$ cat src/rtl/fetch_queue_pkg.sv
// fetch_queue_pkg: shared types and constants for the instruction-fetch queue.
//   HALT_WORD   - instruction encoding that stops fetch until a redirect
//   fq_entry_t  - queue entry {instr, pc, pc4} at the default 32-bit widths
package fetch_queue_pkg;

  localparam int FQ_WORD_W = 32;
  localparam int FQ_PC_W   = 32;

  localparam logic [31:0] HALT_WORD = 32'hFFFF_FFFF;

  typedef struct packed {
    logic [FQ_WORD_W-1:0] instr;
    logic [FQ_PC_W-1:0]   pc;
    logic [FQ_PC_W-1:0]   pc4;
  } fq_entry_t;

endpackage

$ cat src/rtl/fetch_queue_if.sv
// fetch_queue_if: icache port, redirect and decode handshake of the fetch queue.
//   master - the fetch queue (drives imemREN/imemaddr, deq_*, count, halted)
//   slave  - the environment (icache, branch resolution, decode latch)
interface fetch_queue_if #(
  parameter int DEPTH  = 4,
  parameter int WORD_W = 32,
  parameter int PC_W   = 32
);
  localparam int CW = $clog2(DEPTH) + 1;

  logic              imemREN;
  logic [PC_W-1:0]   imemaddr;
  logic              ihit;
  logic [WORD_W-1:0] imemload;
  logic              redirect;
  logic [PC_W-1:0]   redirect_pc;
  logic              deq_ready;
  logic              deq_valid;
  logic [WORD_W-1:0] deq_instr;
  logic [PC_W-1:0]   deq_pc;
  logic [PC_W-1:0]   deq_pc4;
  logic [CW-1:0]     count;
  logic              halted;

  modport master (
    output imemREN, imemaddr, deq_valid, deq_instr, deq_pc, deq_pc4, count, halted,
    input  ihit, imemload, redirect, redirect_pc, deq_ready
  );

  modport slave (
    input  imemREN, imemaddr, deq_valid, deq_instr, deq_pc, deq_pc4, count, halted,
    output ihit, imemload, redirect, redirect_pc, deq_ready
  );
endinterface

$ cat src/rtl/fetch_queue_storage.sv
// fq_storage: DEPTH-entry register array for the fetch queue.
//   CLK, nRST      - clock, async active-low reset (entries cleared to 0)
//   we/waddr/wdata - single write port
//   raddr/rdata    - combinational read port
module fq_storage #(
  parameter int DEPTH = 4,
  parameter int W     = 96,
  parameter int AW    = $clog2(DEPTH)
) (
  input  logic          CLK,
  input  logic          nRST,
  input  logic          we,
  input  logic [AW-1:0] waddr,
  input  logic [W-1:0]  wdata,
  input  logic [AW-1:0] raddr,
  output logic [W-1:0]  rdata
);

  logic [W-1:0] mem [DEPTH];

  always_ff @(posedge CLK or negedge nRST) begin
    if (!nRST) begin
      for (int i = 0; i < DEPTH; i++) mem[i] <= '0;
    end else if (we) begin
      mem[waddr] <= wdata;
    end
  end

  assign rdata = mem[raddr];

endmodule

$ cat src/rtl/fetch_queue.sv
// fetch_queue: instruction-fetch buffer between the icache port and decode.
// Owns the fetch PC, requests whenever a slot is free, buffers up to DEPTH
// {instr, pc, pc4} entries and hands them to decode via valid/ready.
// A redirect flushes everything and restarts fetch; a HALT word stops fetch.
//   CLK, nRST - clock, async active-low reset
//   bus       - fetch_queue_if.master (icache, redirect, decode, status)
// Optional build macro FETCHQ_BYPASS_EN: an empty queue forwards the word
// being pushed straight to deq_* in the same cycle.
module fetch_queue
  import fetch_queue_pkg::*;
#(
  parameter int              DEPTH   = 4,
  parameter int              WORD_W  = 32,
  parameter int              PC_W    = 32,
  parameter logic [PC_W-1:0] PC_INIT = '0
) (
  input  logic          CLK,
  input  logic          nRST,
  fetch_queue_if.master bus
);

  localparam int AW = $clog2(DEPTH);
  localparam int CW = AW + 1;

  typedef struct packed {
    logic [WORD_W-1:0] instr;
    logic [PC_W-1:0]   pc;
    logic [PC_W-1:0]   pc4;
  } entry_t;

  logic [PC_W-1:0] fetch_pc;
  logic [AW-1:0]   wr_ptr, rd_ptr;
  logic [CW-1:0]   cnt;
  logic            halted_q;
  logic            empty, full, push, pop, wr_en, is_halt;
  entry_t          wr_entry, rd_entry, head;

  assign empty    = (cnt == '0);
  assign full     = (cnt == CW'(DEPTH));
  assign is_halt  = (bus.imemload == WORD_W'(HALT_WORD));
  assign wr_entry = '{instr: bus.imemload, pc: fetch_pc, pc4: fetch_pc + PC_W'(4)};

  // Request depends on registered state only; a same-cycle pop does not
  // reopen a full queue.
  assign bus.imemREN  = !halted_q && !full;
  assign bus.imemaddr = fetch_pc;
  assign push         = bus.imemREN && bus.ihit && !bus.redirect;

`ifdef FETCHQ_BYPASS_EN
  logic bypass;
  assign bypass        = empty && push;
  assign bus.deq_valid = !empty || bypass;
  assign head          = bypass ? wr_entry : rd_entry;
  assign pop           = !empty && bus.deq_ready && !bus.redirect;
  // A bypassed word taken by decode in the same cycle is never stored.
  assign wr_en         = push && !(bypass && bus.deq_ready);
`else
  assign bus.deq_valid = !empty;
  assign head          = rd_entry;
  assign pop           = !empty && bus.deq_ready && !bus.redirect;
  assign wr_en         = push;
`endif

  assign bus.deq_instr = head.instr;
  assign bus.deq_pc    = head.pc;
  assign bus.deq_pc4   = head.pc4;
  assign bus.count     = cnt;
  assign bus.halted    = halted_q;

  fq_storage #(.DEPTH(DEPTH), .W($bits(entry_t))) u_storage (
    .CLK   (CLK),
    .nRST  (nRST),
    .we    (wr_en),
    .waddr (wr_ptr),
    .wdata (wr_entry),
    .raddr (rd_ptr),
    .rdata (rd_entry)
  );

  always_ff @(posedge CLK or negedge nRST) begin
    if (!nRST) begin
      fetch_pc <= PC_INIT;
      wr_ptr   <= '0;
      rd_ptr   <= '0;
      cnt      <= '0;
      halted_q <= 1'b0;
    end else if (bus.redirect) begin
      fetch_pc <= bus.redirect_pc;
      wr_ptr   <= '0;
      rd_ptr   <= '0;
      cnt      <= '0;
      halted_q <= 1'b0;
    end else begin
      if (push) begin
        fetch_pc <= fetch_pc + PC_W'(4);
        if (is_halt) halted_q <= 1'b1;
      end
      if (wr_en) wr_ptr <= wr_ptr + AW'(1);
      if (pop)   rd_ptr <= rd_ptr + AW'(1);
      case ({wr_en, pop})
        2'b10:   cnt <= cnt + CW'(1);
        2'b01:   cnt <= cnt - CW'(1);
        default: cnt <= cnt;
      endcase
    end
  end

endmodule

$ cat src/flat_wrapper.sv
// flat-port wrapper written by rule: the top's interface ports become plain ports
module fetch_queue_flat import fetch_queue_pkg::*;
#(
  parameter int              DEPTH   = 4,
  parameter int              WORD_W  = 32,
  parameter int              PC_W    = 32,
  parameter logic [PC_W-1:0] PC_INIT = '0
)
  (CLK, nRST, bus_imemREN, bus_imemaddr, bus_deq_valid, bus_deq_instr, bus_deq_pc, bus_deq_pc4, bus_count, bus_halted, bus_ihit, bus_imemload, bus_redirect, bus_redirect_pc, bus_deq_ready);
  fetch_queue_if #(.DEPTH(DEPTH), .WORD_W(WORD_W), .PC_W(PC_W)) bus_i ();
  input  logic CLK;
  input  logic nRST;
  output wire logic [$bits(bus_i.imemREN)-1:0] bus_imemREN;
  output wire logic [$bits(bus_i.imemaddr)-1:0] bus_imemaddr;
  output wire logic [$bits(bus_i.deq_valid)-1:0] bus_deq_valid;
  output wire logic [$bits(bus_i.deq_instr)-1:0] bus_deq_instr;
  output wire logic [$bits(bus_i.deq_pc)-1:0] bus_deq_pc;
  output wire logic [$bits(bus_i.deq_pc4)-1:0] bus_deq_pc4;
  output wire logic [$bits(bus_i.count)-1:0] bus_count;
  output wire logic [$bits(bus_i.halted)-1:0] bus_halted;
  input wire logic [$bits(bus_i.ihit)-1:0] bus_ihit;
  input wire logic [$bits(bus_i.imemload)-1:0] bus_imemload;
  input wire logic [$bits(bus_i.redirect)-1:0] bus_redirect;
  input wire logic [$bits(bus_i.redirect_pc)-1:0] bus_redirect_pc;
  input wire logic [$bits(bus_i.deq_ready)-1:0] bus_deq_ready;
  assign bus_imemREN = bus_i.imemREN;
  assign bus_imemaddr = bus_i.imemaddr;
  assign bus_deq_valid = bus_i.deq_valid;
  assign bus_deq_instr = bus_i.deq_instr;
  assign bus_deq_pc = bus_i.deq_pc;
  assign bus_deq_pc4 = bus_i.deq_pc4;
  assign bus_count = bus_i.count;
  assign bus_halted = bus_i.halted;
  assign bus_i.ihit = bus_ihit;
  assign bus_i.imemload = bus_imemload;
  assign bus_i.redirect = bus_redirect;
  assign bus_i.redirect_pc = bus_redirect_pc;
  assign bus_i.deq_ready = bus_deq_ready;
  fetch_queue #(.DEPTH(DEPTH), .WORD_W(WORD_W), .PC_W(PC_W), .PC_INIT(PC_INIT)) u_core (.CLK(CLK), .nRST(nRST), .bus(bus_i));
endmodule
$ cat config.mk
export PLATFORM = sky130hd
export DESIGN_NAME = fetch_queue_flat
export DESIGN_NICKNAME = d
export VERILOG_FILES = /design/src/rtl/fetch_queue_pkg.sv /design/src/rtl/fetch_queue_if.sv /design/src/rtl/fetch_queue_storage.sv /design/src/rtl/fetch_queue.sv /design/src/flat_wrapper.sv
export SDC_FILE = /design/constraint.sdc
export NUM_CORES = 1
export LEC_CHECK = 0
export ABC_AREA = 1
export BUFFER_PORTS_ARGS = -buffer_cell sky130_fd_sc_hd__buf_2
export CORE_ASPECT_RATIO = 1.75
export CORE_MARGIN = 3
export CORE_UTILIZATION = 46
export CTS_BUF_LIST = sky130_fd_sc_hd__clkbuf_8
export CTS_CLUSTER_DIAMETER = 50
export DETAILED_ROUTE_END_ITERATION = 16
export PLACE_DENSITY_LB_ADDON = 0.08
export SLEW_MARGIN = 20
export SYNTH_ARGS = -nofsm -noshare
export SYNTH_HDL_FRONTEND = slang
export SYNTH_SLANG_ARGS = --single-unit
$ cat constraint.sdc
create_clock -name CLK -period 1.83 [get_ports CLK]
set_input_delay 0.183 -clock CLK [delete_from_list [all_inputs] [get_ports CLK]]
set_output_delay 0.183 -clock CLK [all_outputs]
set_load 0.1 [all_outputs]
## Word-level counts from Yosys, hierarchy flattened

Cells that the tools add are included.

- Input bits: 69
- Register bits after elaboration: 424
- Logic and storage cells: 56

- Muxes and demuxes: 17
- Bitwise operators: 2
- Order comparisons: 3
- Reduce and logical (&&, ||, !) cells: 16
- Eq/ne operators: 4
- Add/sub/neg operators: 5

Operators by type and width:

| operator | number |
|---|---|
| $bwmux 384 | 1 |
| $mux 96 | 3 |
| $bmux 96 s2 | 1 |
| $demux 96 s2 | 1 |
| $mux 32 | 2 |
| $add 32x3->32 const B | 1 |
| $eq 32x32->1 const B | 1 |
| $mux 2 | 4 |
| $ge 3x3->1 const B | 2 |
| $logic_and 1x1->1 | 6 |
| $not 2->3 | 2 |
| $pmux 3 s2 | 1 |
| $reduce_bool 2->1 | 3 |
| $add 2x1->2 const B | 2 |
| $logic_not 1->1 | 4 |
| $add 3x1->3 const B | 1 |
| $eq 3x3->1 const B | 1 |
| $logic_not 3->1 | 1 |
| $lt 3x1->1 const B | 1 |
| $mux 1 | 3 |
| $mux 3 | 1 |
| $reduce_bool 3->1 | 1 |
| $sub 3x1->3 const B | 1 |
| $eq 2x1->1 const B | 1 |
| 2 further kinds | 2 |

## Longest topological paths before layout

- Word-level depth: 8
- Mapped depth: 13
- Gate-level depth less buffers: 13

## By module

A second synthesis with hierarchy kept.

- Cell total of the unflattened synthesis: 3283
- Area, all modules: 22983.3 µm²

By module, submodules not included:

| module | area an instance (µm²) | times used | cells an instance | seq. area each (µm²) |
|---|---|---|---|---|
| fq_storage | 19866.6 | 1 | 2800 | 9609.2 |
| fetch_queue | 3116.7 | 1 | 483 | 1001.0 |

## Worst setup path before layout

OpenSTA, ideal clock, no wires.

- Kind: flip-flop to output port
- Start: reg u_core.rd_ptr[0]
- End: out bus_deq_pc4[0]
- Arrival: 3.104 ns
- Data required time: 1.647 ns
- Path buffers: 4
- Cell stages (with the launch flop): 8
- Setup slack: -1.457 ns
- Cells stage by stage: dfrtp_1 buf_2 clkinv_1 clkbuf_1 buf_2 nor2_1 o22ai_1 buf_4

- Longest elaborated chain between the ends: 4

RTL lines:

| item | RTL line | text |
|---|---|---|
| from (decl) | fetch_queue.sv:32 | `logic [AW-1:0] wr_ptr, rd_ptr;` |
| from (signal assigned) | fetch_queue.sv:99 | `if (pop) rd_ptr <= rd_ptr + AW'(1);` |
| $not 2->3 (not written as such) | fetch_queue_storage.sv:29 | `assign rdata = mem[raddr];` |
| $bmux 96 s2 | fetch_queue_storage.sv:29 |  |
| $mux 96 (not written as such) (2 in a row) | fetch_queue_storage.sv:29 |  |
| to (decl) | flat_wrapper.sv:18 | `output wire logic [$bits(bus_i.deq_pc4)-1:0] bus_deq_pc4;` |

No other way between the ends. The select of a mux whose other input is x is not followed.

## Final worst setup path

- Start: reg u_core.rd_ptr[0]
- End: out bus_deq_pc[13]

- Longest elaborated chain between the ends: 4

RTL lines:

| item | RTL line | text |
|---|---|---|
| $not 2->3 (not written as such) | fetch_queue_storage.sv:29 |  |
| $bmux 96 s2 | fetch_queue_storage.sv:29 |  |
| $mux 96 (not written as such) (2 in a row) | fetch_queue_storage.sv:29 |  |
| to (decl) | flat_wrapper.sv:17 | `output wire logic [$bits(bus_i.deq_pc)-1:0] bus_deq_pc;` |

No other way between the ends. The select of a mux whose other input is x is not followed.

==> summary.md <==
| Metric | Value |
|---|---|
| Post-Route WL | `68.0 mm` |
| RSZ-0062 raised after global routing | `true` |
| Largest net degree at the start of global routing | `107` |
| FFs w/ async S/R, synth | `1.00` |
| Clock skew | `0.0256 ns` |
| Yosys top cell by area | `dfrtp_1` |
| Worst hold path class | `in -> async` |
| Mapped Area | `a little under 20000 um2` |
| Pwr Total | `~44 mW` |
| Post-synth top cells | `nand2_1, dfrtp_1, o21ai_0` |
| Fin util | `0.650` |
| Max Cap Viol | `0` |
| Post-Syn Area per Cell | `around 8 um2` |
| Final hold violations | `0` |
| Slew Limit Fails | `0` |
| Initial core utilization | `0.466` |
| IO Port Bufs | `~200` |
| Area of the multi-input gates | `9030 um2` |
| Run status | `finished with violations` |
| Slew headroom | `0.573` |
| H-tree Lvls | `3` |
| Clk_lat worst skew | `~0.63 ns` |
| Die Y-Extent | `between 200 and 300 um` |
| First-pass iteration count of the detailed router | `6` |
| Synth Instances | `approximately 2500` |
| Initial drt markers | `around 1400` |
| Via density per instance | `about 5.4` |
| Syn_nets | `around 2500` |
| Fillers | `3511` |
| Reg2Reg Depth | `13` |
| Worst VDD drop | `1.46 mV` |
| EDFF count, synth | `0` |
| Crit-path max FO | `7` |
| CP top delay family | `buffers and inverters` |
| Initial antenna violation count | `2` |
| Setup violations, final | `approximately 100` |
| Critical path type | `reg -> out` |
| Ys flop type | `dfrtp_1` |
| Core box area | `approximately 42000 um2` |
| Slowest cell on the critical path | `dfrtp_4` |
| Ports | `~200` |
| Top cell type's share of synthesized area | `0.535` |
| Reg2reg start | `u_core.bus.count[0]` |
| Worst path depth | `6` |
| GRT Residual Overflow | `0` |
| Post-DP HPWL | `just over 40 mm` |
| Clock Path Buffers | `3` |
| GRT Overall Usage | `0.295` |
| DR WL/cell | `~20 um` |
| #FFs+latches synth | `approximately 420` |
| CP Buf/Inv Count | `4` |
| CTS clk-pin slew, worst paths | `approximately 0.06 ns` |
| Largest cells by area after synthesis | `dfrtp_1, nand2_1, o21ai_0` |
| GP Congestion | `0.915` |
| Vias in the first global route | `between 15000 and 20000` |
| Final Cycle Share | `1.28` |
| Clock Sinks | `~420` |
| Yosys warns | `0` |
| Clk root buf | `clkbuf_8` |
| Detailed-route via count | `around 18000` |
| RR Endpoint | `u_core.bus.count[2]` |
| Slowest Stage Delay on Critical Path | `~0.44 ns` |
| Cts bufs inserted | `66` |
| Cell Chain, Critical Path | `buf_12, buf_16, buf_8, o21ai_2, o22ai_2, buf_12` |
| Minimum clock period | `between 2 and 2.5 ns` |
| Critical path startpoint category | `flop` |
| R2R setup slack | `-0.08 ns` |
| First-pass GRT wire length | `roughly 100 mm` |
| Crit-path most repeated cell | `buf_12` |
| Most frequent cell after synthesis | `nand2_1` |
| Pwr Density | `1630 nW/um2` |
| FP Rows | `between 90 and 100` |
| Clock tree from TritonCTS | `built` |
| Setup crit end kind | `output port` |
| Antenna viol nets, final | `0` |
| Sequential Area | `~10000 um2` |
| Final-stage net count | `2839` |
| Chip Width | `161 um` |
| Sequential element share of the synthesized area | `0.535` |
| Crit path DAT | `~2.2 ns` |
| Die area | `~45000 um2` |
| Fraction of layout cells with a size suffix above 1 | `0.231` |
| Final worst setup slack | `-0.513 ns` |
| Required @ worst endpoint | `between 1.5 and 2 ns` |
| Leakage Power | `roughly 13 nW` |
| Worst-Margin Slew | `approximately 0.64 ns` |
| Synth cell types | `32` |
| Failing checks | `setup timing` |
| Max frequency | `around 0.43 GHz` |
| DRC | `0` |
| Area added between synthesis and finish | `39.5%` |
| Setup tns final | `-44.40 ns` |
layer usage:
metal / GRT usage / share of wire / vias to the layer above
met1: 0.361 / 0.39 / 8905
li1: - / - / 8484
met2: 0.507 / 0.50 / 621
met4: 0.141 / 0.050 / 0
met5: 0 / 0 / -
met3: 0.0474 / 0.057 / 136
sequential cells by signal, indices dropped and copies added, names as in the netlist:
register              count
u_core.bus.count          3
u_core.wr_ptr             2
u_core.bus.halted         1
u_core.u_storage.mem    376
u_core.bus.imemaddr      32
u_core.rd_ptr             2
metrics by stage:
stage | cells | setup WS [ns] | area [um2] | hold slack (ns)
6_report | 3366 | -0.513 | 27100 | 0.0528
5_1_grt | 3366 | -0.575 | 27100 | 0.0445
4_1_cts | 3344 | -0.560 | 26200 | 0.0174
3_5_place_dp | 3148 | -0.0710 | 23700 | 0.0830
3_3_place_gp | 3148 | -0.149 | 23700 | 0.0826
2_1_floorplan | 2474 | -0.563 | 20300 | -0.113
report_power, final:
part / internal, mW / total (mW) / switching (mW)
logic: 7.89 / 22.5 / 14.6
registers: 12.0 / 13.8 / 1.79
clock network: 4.13 / 7.88 / 3.75
logic make-up after synthesis:
family          synth area share
buf+inv                   0.0690
compound gates             0.130
fa+ha+maj                0.00425
simple gates               0.254
flops                      0.535
xor+xnor                 0.00720
worst reg2reg max path: cells and delay by family (launching register included):
family | cells | cell delay [ns]
simple gates | 9 | 0.64
fa+ha+maj | 1 | 0.37
xor+xnor | 1 | 0.18
flops | 1 | 0.49
buf+inv | 2 | 0.11
what timing repair did:
| action | in CTS | in global routing |
|---|---|---|
| setup endpoints to repair | 219 | 358 |
| pin swaps | 28 | 65 |
| buffers inserted | 6 | 5 |
| hold buffers | 67 | 0 |
| gates resized for setup | 131 | 215 |
| gates cloned | 10 | 15 |
| endpoints found under the hold margin | 579 | 0 |
placed cells by master (no fill, tap or decap), drive strengths merged:
master | netlist | final
fa | 1 | 1
nand3 | 31 | 31
o22ai | 94 | 94
o21bai | 2 | 2
bufbuf | 0 | 1
buf | 116 | 333
o21a | 4 | 4
clkinv | 1 | 6
xor2 | 11 | 11
diode | 0 | 2
a21oi | 4 | 4
ha | 5 | 5
nand2 | 1000 | 1000
inv | 82 | 105
o21ai | 371 | 371
xnor2 | 5 | 5
nand3b | 2 | 2
nor3 | 3 | 3
nor2 | 243 | 243
dfrtp | 416 | 416
clkbuf | 75 | 95
nand4 | 6 | 6
dlygate4sd3 | 0 | 67
o211ai | 2 | 2
clkinvlp | 0 | 2
cell type report:
class                      instances  share of cell area
clock buffer                      84              0.0426
tap                              555              0.0256
antenna                            2            0.000184
timing repair inverter             1            0.000738
sequential                       416               0.384
inverter                          83              0.0134
multi-input combinational       1784               0.333
timing repair buffer             412               0.196
clock inverter                    29             0.00502
worst max-delay path by stage:
stage	from	to	slack, ns
3_5_place_dp	u_core.bus.count[0]	u_core.bus.count[2]	-0.07
6_report	u_core.rd_ptr[0]	bus_deq_pc[13]	-0.51
4_1_cts	u_core.rd_ptr[0]	bus_deq_pc4[19]	-0.56
3_3_place_gp	u_core.bus.count[0]	u_core.bus.count[2]	-0.15
2_1_floorplan	u_core.bus.count[0]	u_core.u_storage.mem[114]	-0.56
5_1_grt	u_core.rd_ptr[0]	bus_deq_pc[30]	-0.58
No activity file was read; power rests on OpenSTA's default activity.
